`src/rtl/f33m_mult_arb.sv`:
```
// f33m_mult_arb
// Shares one f33m multiplier among three requesters.
// A round-robin arbiter picks the winner while the block is IDLE. The winner's
// operand pair is latched once, then the block walks START -> RUN -> RESP.
// RESP returns the result together with a one-cycle ack pulse. A watchdog ends
// any RUN phase that lasts TMO cycles without mult_done, and it flags err.
//
// Ports
//   clk          single clock, rising edge
//   reset        synchronous reset, active low (0 = reset)
//   req[2:0]     level request per requester
//   a0..b2       operand pair of each requester
//   ack[2:0]     one-hot completion pulse (RESP cycle)
//   c            product register, valid in the ack cycle, held until next ack
//   grant[2:0]   one-hot current owner, 0 when idle
//   busy         high whenever not IDLE
//   err          sticky watchdog-timeout flag
//   mult_reset   start/reset to the multiplier (high in IDLE and START)
//   mult_a/b     latched operands to the multiplier
//   mult_c       multiplier result
//   mult_done    multiplier done level (only looked at in RUN)

`ifndef W3
`define W3 15
`endif

module f33m_mult_arb #(
  parameter logic [15:0] TMO = 16'd4095
) (
  input  logic          clk,
  input  logic          reset,
  input  logic [2:0]    req,
  input  logic [`W3:0]  a0,
  input  logic [`W3:0]  b0,
  input  logic [`W3:0]  a1,
  input  logic [`W3:0]  b1,
  input  logic [`W3:0]  a2,
  input  logic [`W3:0]  b2,
  output logic [2:0]    ack,
  output logic [`W3:0]  c,
  output logic [2:0]    grant,
  output logic          busy,
  output logic          err,
  output logic          mult_reset,
  output logic [`W3:0]  mult_a,
  output logic [`W3:0]  mult_b,
  input  logic [`W3:0]  mult_c,
  input  logic          mult_done
);

  typedef enum logic [1:0] {IDLE, START, RUN, RESP} state_t;

  state_t        state_q, state_d;
  logic [1:0]    ptr_q, ptr_d;
  logic [2:0]    grant_q, grant_d;
  logic [`W3:0]  c_q, c_d;
  logic [`W3:0]  a_q, a_d;
  logic [`W3:0]  b_q, b_d;
  logic          err_q, err_d;
  // Counts the two START cycles, and it is cleared again on RUN entry to
  // serve as the watchdog counter.
  logic [15:0]   cnt_q, cnt_d;

  logic [1:0]    win;
  logic          win_vld;
  logic [1:0]    idx;
  logic [`W3:0]  sel_a, sel_b;

  function automatic logic [1:0] rr_idx(input logic [1:0] p, input logic [1:0] k);
    logic [2:0] s;
    s = {1'b0, p} + {1'b0, k};
    if (s >= 3'd3) s = s - 3'd3;
    return s[1:0];
  endfunction

  // The scan runs from lowest to highest priority. A later hit overwrites an
  // earlier one, so the requester at ptr wins if it is asking.
  always_comb begin
    win     = 2'd0;
    win_vld = 1'b0;
    idx     = 2'd0;
    for (int k = 2; k >= 0; k--) begin
      idx = rr_idx(ptr_q, k[1:0]);
      if (req[idx]) begin
        win     = idx;
        win_vld = 1'b1;
      end
    end
  end

  always_comb begin
    sel_a = a0;
    sel_b = b0;
    case (win)
      2'd1:    begin sel_a = a1; sel_b = b1; end
      2'd2:    begin sel_a = a2; sel_b = b2; end
      default: begin sel_a = a0; sel_b = b0; end
    endcase
  end

  always_comb begin
    state_d = state_q;
    ptr_d   = ptr_q;
    grant_d = grant_q;
    c_d     = c_q;
    a_d     = a_q;
    b_d     = b_q;
    err_d   = err_q;
    cnt_d   = cnt_q;
    case (state_q)
      IDLE: begin
        if (win_vld) begin
          grant_d = 3'b001 << win;
          a_d     = sel_a;
          b_d     = sel_b;
          cnt_d   = 16'd0;
          state_d = START;
        end
      end
      START: begin
        if (cnt_q == 16'd1) begin
          cnt_d   = 16'd0;
          state_d = RUN;
        end else begin
          cnt_d = cnt_q + 16'd1;
        end
      end
      RUN: begin
        // c is loaded on the way into RESP so it is already valid with ack.
        if (mult_done) begin
          c_d     = mult_c;
          state_d = RESP;
        end else if (cnt_q == TMO) begin
          c_d     = '0;
          err_d   = 1'b1;
          state_d = RESP;
        end else begin
          cnt_d = cnt_q + 16'd1;
        end
      end
      RESP: begin
        case (grant_q)
          3'b001:  ptr_d = 2'd1;
          3'b010:  ptr_d = 2'd2;
          default: ptr_d = 2'd0;
        endcase
        grant_d = 3'b000;
        state_d = IDLE;
      end
      default: state_d = IDLE;
    endcase
  end

  always_ff @(posedge clk) begin
    if (!reset) begin
      state_q <= IDLE;
      ptr_q   <= 2'd0;
      grant_q <= 3'b000;
      c_q     <= '0;
      a_q     <= '0;
      b_q     <= '0;
      err_q   <= 1'b0;
      cnt_q   <= 16'd0;
    end else begin
      state_q <= state_d;
      ptr_q   <= ptr_d;
      grant_q <= grant_d;
      c_q     <= c_d;
      a_q     <= a_d;
      b_q     <= b_d;
      err_q   <= err_d;
      cnt_q   <= cnt_d;
    end
  end

  assign ack        = (state_q == RESP) ? grant_q : 3'b000;
  assign grant      = grant_q;
  assign busy       = (state_q != IDLE);
  assign mult_reset = (state_q == IDLE) || (state_q == START);
  assign c          = c_q;
  assign err        = err_q;
  assign mult_a     = a_q;
  assign mult_b     = b_q;

endmodule
```
`config.mk`:
```
export PLATFORM = sky130hd
export DESIGN_NAME = f33m_mult_arb
export DESIGN_NICKNAME = d
export VERILOG_FILES = /design/src/rtl/f33m_mult_arb.sv
export SDC_FILE = /design/constraint.sdc
export NUM_CORES = 1
export LEC_CHECK = 0
export ABC_AREA = 1
export CORE_UTILIZATION = 30
export DETAILED_ROUTE_END_ITERATION = 16
export PLACE_DENSITY_LB_ADDON = 0.2
export SLEW_MARGIN = 20
export SYNTH_ARGS = -nofsm -noshare
export SYNTH_HDL_FRONTEND = slang
export SYNTH_SLANG_ARGS = --single-unit
```
`constraint.sdc`:
```
create_clock -name clk -period 2.8 [get_ports clk]
set_input_delay 0.56 -clock clk [delete_from_list [all_inputs] [get_ports clk]]
set_output_delay 0.56 -clock clk [all_outputs]
set_load 0.01 [all_outputs]
```
==> metrics.txt, run 1 <==
status completed; Final period util 0.942; RSZ-0062 raised after global routing false; count leader, synth nand2_1; wire per inst between 10 and 15 µm; post-layout util 0.477; P_sw approximately 1.9 mW; Max VDD drop approximately 0.00041 V; Total GRT Usage 0.188; row count 42; CP Max Fanout 32; DRC viols 0; Final Max Tran Viols 0; HP Class reg2reg; crit path kind reg2reg; DR vias ~4,400; Post-synth EDFFs 0; vias in the first global route about 4,300; final HPWL from detailed placement 9.64 mm; top post-synthesis cells by area dfxtp_1, nand2_1, a21oi_1; n_diodes 0; Ys Warns 0; port bufs roughly 170; Seq cells post-synth roughly 70; fmax around 380 MHz; drt first pass iters 4; CTS tree yes; CTS buffer count 9; Synth area leader dfxtp_1; dpl cells a little under 900; CP endpoint mult_b[9]$_SDFFE_PN0P_; die area between 10,000 and 15,000 µm²; # hold bufs at CTS 0; Max Clock Skew between 0.005 and 0.006 ns; final WL around 13 mm; Post-synth top flop dfxtp_1; Sw Share 0.379; Clock Path Buffers 2; FF-to-FF Start ptr_q[0]$_SDFFE_PN0P_; Clock Sinks around 70; r2r setup slk approximately 0.16 ns; Cells after Synth between 500 and 600; Crit. End Element flop; CP Launch Type flop; area grow syn2layout 54.1%; global-route wire length before repair ~21 mm; Final Non-Filler Cells 900; Core Area between 10,000 and 15,000 µm²; layout net count around 850; Syn Nets roughly 690; Clock Power Share 0.247; Combinational Power Share 0.458; Seq/Total Area, Yosys 0.349; reg2reg path depth 13; Rel. slew slack 0.571; Async S/R FF share, synth 0; 1st-iter DRT viols 203; MaxCap Viol Count 0; setup bufs post-CTS 0; Seq pwr share 0.295; Setup crit start ptr_q[0]$_SDFFE_PN0P_; clock-pin slew on the worst setup and hold paths 0.06 ns; crit path DAT 2.85 ns; global route overflow 0; initial antenna violation count 0; routed vias/inst just under 5; syn avg cell area about 7.4 µm²; insertion delay to the later sink of the worst-skew pair roughly 0.34 ns; layout cell share with drive strength beyond 1 0.0773; Antenna Nets Post-Route 0; Worst R2R End mult_b[9]$_SDFFE_PN0P_; htree depth 3; WHS around 0.46 ns; Initial Utilization 0.310; Setup Viol. Count Final 0; height of the die about 120 µm; post_cts resized 0; I/O pins 175; final hold vios 0; CTS Root Cell clkbuf_16; Pwr per Cell Area about 800 nW/µm²; synthesized area ~4100 µm²; GP Congestion approximately 0.83; Distinct cells, synth 31; Yosys top cell area share 0.349; largest net degree at the start of global routing 68; clock period minus worst slack 2.64 ns; die width between 100 and 150 µm; top post-synthesis cells by count nand2_1, dfxtp_1, a21oi_1; Leak Pwr around 2.6 nW; worst slew pin tran 0.643 ns; CP required 3.01 ns; Pint between 3 and 4 mW
[through the flow]
step | setup TNS [ns] | power [mW] | cell area [µm²] | setup WS (ns)
2_1_floorplan | 0 | 2.91 | 4130 | 0.163
3_3_place_gp | 0 | 3.79 | 6050 | 0.0118
3_5_place_dp | -2.32 | 3.83 | 6050 | -0.0928
4_1_cts | 0 | 5.11 | 6370 | 0.202
5_1_grt | 0 | 5.41 | 6370 | 0.0433
6_report | 0 | 5.05 | 6370 | 0.162
[flip-flops by register name, summed over array words and instances (netlist names)]
name and flops:
mult_b 16, err 1, grant 3, c 16
cnt_q 16, ptr_q 2, state_q 2, mult_a 16
[worst max-delay path, cell delays in order, from the launching register on]
cell	delay [ns]
dfxtp_1	0.36
inv_1	0.06
ha_1	0.38
inv_2	0.08
nand3_1	0.11
nand3_2	0.10
o31ai_1	0.29
nand2_1	0.09
nand2_1	0.10
inv_1	0.06
ha_2	0.34
buf_12	0.23
mux2i_1	0.23
a21oi_1	0.08
[power by group through the flow]
stage,registers (mW),logic [mW],clock network (mW)
6_report,1.49,2.31,1.25
5_1_grt,1.53,2.56,1.32
3_5_place_dp,1.50,2.33,0
3_3_place_gp,1.49,2.29,0
2_1_floorplan,1.58,1.34,0
4_1_cts,1.49,2.34,1.28
[worst min-delay path by stage]
| stage | start | to | slack [ns] | cells past startpoint |
|---|---|---|---|---|
| 6_report | c[13]$_SDFFE_PN0P_ | c[13]$_SDFFE_PN0P_ | 0.46 | 2 |
| 5_1_grt | c[13]$_SDFFE_PN0P_ | c[13]$_SDFFE_PN0P_ | 0.48 | 2 |
| 4_1_cts | c[13]$_SDFFE_PN0P_ | c[13]$_SDFFE_PN0P_ | 0.46 | 2 |
| 3_5_place_dp | c[7]$_SDFFE_PN0P_ | c[7]$_SDFFE_PN0P_ | 0.45 | 2 |
| 3_3_place_gp | c[6]$_SDFFE_PN0P_ | c[6]$_SDFFE_PN0P_ | 0.45 | 2 |
| 2_1_floorplan | ptr_q[1]$_SDFFE_PN0P_ | ptr_q[1]$_SDFFE_PN0P_ | 0.46 | 2 |
[cells in the final DEF (no fill, tap or decap)]
| master | instances |
|---|---|
| nand2_2 | 5 |
| bufinv_16 | 2 |
| clkinv_2 | 2 |
| nand3_1 | 37 |
| nor3_2 | 1 |
| o21ai_2 | 1 |
| ha_1 | 10 |
| nand2_1 | 107 |
| nand3_2 | 4 |
| inv_6 | 1 |
| a21o_1 | 1 |
| o21ai_1 | 2 |
| nor2_4 | 2 |
| nor3_1 | 1 |
| clkinv_4 | 1 |
| buf_12 | 5 |
| nor2_2 | 6 |
| mux2i_1 | 32 |
| o211ai_1 | 9 |
| clkdlybuf4s50_1 | 174 |
| inv_2 | 4 |
| dfxtp_1 | 72 |
| o21a_1 | 1 |
| xor2_1 | 4 |
| a22o_1 | 32 |
| o31ai_1 | 2 |
| nor2_1 | 39 |
| clkbuf_16 | 9 |
| inv_4 | 1 |
| clkinvlp_4 | 1 |
| o21ai_0 | 33 |
| a21oi_1 | 67 |
| inv_1 | 40 |
| nand4_1 | 5 |
| or2_2 | 2 |
| buf_4 | 8 |
| ha_2 | 1 |
[final cells by class]
cell class                 count  area [µm²]
fill                        1327        6980
multi-input combinational    404        2320
sequential                    72        1440
tap                          176         220
clock inverter                 7        95.1
inverter                      45         171
clock buffer                   9         225
timing repair buffer         187        1900
[cells by family after synthesis]
logic type,share of synthesized area
and+or+nand+nor,0.223
adders and majority gates,0.0333
AOI/OAI and AO/OA,0.217
muxes,0.0775
xor gates and xnor gates,0.00847
buffers and inverters,0.0917
DFF,0.349
[layer usage]
metal / part of all wire / vias up / GRT usage
li1: - / 2209 / -
met1: 0.42 / 2006 / 0.212
met2: 0.48 / 133 / 0.319
met3: 0.077 / 16 / 0.0718
met4: 0.020 / 0 / 0.0695
met5: 0 / - / 0
No activity file was read; power rests on OpenSTA's default activity.
==> inputs of run 2 (changes only) <==
- DONT_BUFFER_PORTS: not set -> 1
==> metrics.txt, run 2 (same netlist as run 1, synthesis figures left out) <==
crit path DAT approximately 2.8 ns; routed vias/inst 5.08; Total GRT Usage 0.157; post_cts resized 0; Core Area 13,300 µm²; most common cell after layout, fill and taps aside nand2_1; crit path kind reg2reg; layout net count 667; CTS Root Cell clkbuf_16; setup bufs post-CTS 0; Max VDD drop about 0.00029 V; r2r setup slk 0.20 ns; Final Max Tran Viols 0; wire per inst ~15 µm; die width approximately 120 µm; Rel. slew slack 0.624; global route overflow 0; layout cell share with drive strength beyond 1 0.0902; RSZ-0062 raised after global routing false; Clock Sinks 72; die area 14,300 µm²; height of the die around 120 µm; final WL 11.1 mm; Setup crit start ptr_q[0]$_SDFFE_PN0P_; final HPWL from detailed placement slightly below 8 mm; worst slew pin tran about 0.56 ns; drt first pass iters 4; Clock Path Buffers 2; Final period util 0.928; Leak Pwr between 1.5 and 2 nW; area grow syn2layout 9.78%; Setup Viol. Count Final 0; 1st-iter DRT viols ~130; Crit. End Element flop; MaxCap Viol Count 0; n_diodes 0; fmax about 380 MHz; vias in the first global route roughly 3,500; CTS buffer count 9; global-route wire length before repair 17.6 mm; CP Max Fanout 32; Initial Utilization 0.310; CP Launch Type flop; status completed; port bufs 0; HP Class in2reg; Crit path top cell by count inv_1; final hold vios 0; CP endpoint mult_b[2]$_SDFFE_PN0P_; # hold bufs at CTS 0; insertion delay to the later sink of the worst-skew pair about 0.33 ns; CTS tree yes; GP Congestion 0.799; Worst R2R End mult_b[2]$_SDFFE_PN0P_; critical-path cell list inv_1, ha_1, inv_2, nand3_1, nand3_2, o31ai_1, o21ai_0, inv_1, ha_2, buf_12, mux2i_1, a21oi_1; CP max stage delay around 0.36 ns; Pwr per Cell Area ~960 nW/µm²; clock-pin slew on the worst setup and hold paths approximately 0.060 ns; FF-to-FF Start ptr_q[0]$_SDFFE_PN0P_; Worst path slowest cell dfxtp_1; DRC viols 0; most frequent cells in the layout nand2_1, dfxtp_1, a21oi_1; Fin Setup TNS 0 ns; dpl cells around 700; initial antenna violation count 0; row count between 40 and 50; post-layout util 0.340; Antenna Nets Post-Route 0; Final Non-Filler Cells a little over 700; largest net degree at the start of global routing 57; reg2reg path depth 12; Max Clock Skew between 0.006 and 0.007 ns; Overall Power 4.34 mW; DR vias 3,649; CP required about 3.0 ns; I/O pins 175; clock period minus worst slack between 2 and 3 ns; htree depth 3
## run 2: cell types whose count changed in the layout (fill, tap and decap cells not counted), sizes merged
cell / before / now
clkinvlp: 1 / 2
buf: 13 / 6
bufinv: 2 / 1
clkdlybuf4s50: 174 / 0
clkbuf: 9 / 10
clkinv: 3 / 2
## run 2: layout make-up
| class | instances | area [µm²] |
|---|---|---|
| clock buffers | 10 | 239 |
| multi-input cells | 404 | 2320 |
| fillers | 1443 | 8810 |
| clock inverters | 6 | 67.6 |
| well taps | 176 | 220 |
| repair buffers | 6 | 82.6 |
| flip-flops and latches | 72 | 1440 |
| inverters | 45 | 171 |
## run 2: worst min-delay path by stage
stage / endpoint / cells past startpoint / from
3_5_place_dp: ptr_q[1]$_SDFFE_PN0P_ / 2 / ptr_q[1]$_SDFFE_PN0P_
4_1_cts: state_q[1]$_SDFFE_PN0P_ / 2 / reset
3_3_place_gp: ptr_q[0]$_SDFFE_PN0P_ / 2 / ptr_q[0]$_SDFFE_PN0P_
5_1_grt: state_q[1]$_SDFFE_PN0P_ / 2 / reset
2_1_floorplan: ptr_q[1]$_SDFFE_PN0P_ / 2 / ptr_q[1]$_SDFFE_PN0P_
6_report: state_q[1]$_SDFFE_PN0P_ / 2 / reset
## run 2: per-layer routing
| metal | GRT usage | wire, µm | vias up |
|---|---|---|---|
| li1 | - | - | 1858 |
| met1 | 0.188 | 5000 | 1658 |
| met2 | 0.263 | 5230 | 119 |
| met3 | 0.0484 | 700 | 14 |
| met4 | 0.0547 | 163 | 0 |
| met5 | 0 | 0 | - |
## run 2: critical path: cells and delay by family, from the launching register on
family | cells | cell delay [ns]
AOI/OAI and AO/OA | 3 | 0.49
buffers and inverters | 4 | 0.46
muxes | 1 | 0.24
and+or+nand+nor | 2 | 0.18
DFF | 1 | 0.36
adders and majority gates | 2 | 0.69
## run 2: power breakdown
part / switching, mW / internal, mW
registers: 0.328 / 1.31
clock network: 0.463 / 0.717
logic: 1.00 / 0.521
## run 2: per-stage QoR
step	setup WS, ns	area, µm²	hold WS [ns]
after floorplan	0.163	4130	0.461
after detailed placement	0.230	4230	0.478
after CTS	0.221	4540	0.339
final	0.202	4540	0.359
after global routing	0.0318	4540	0.341
after global placement	0.317	4230	0.482
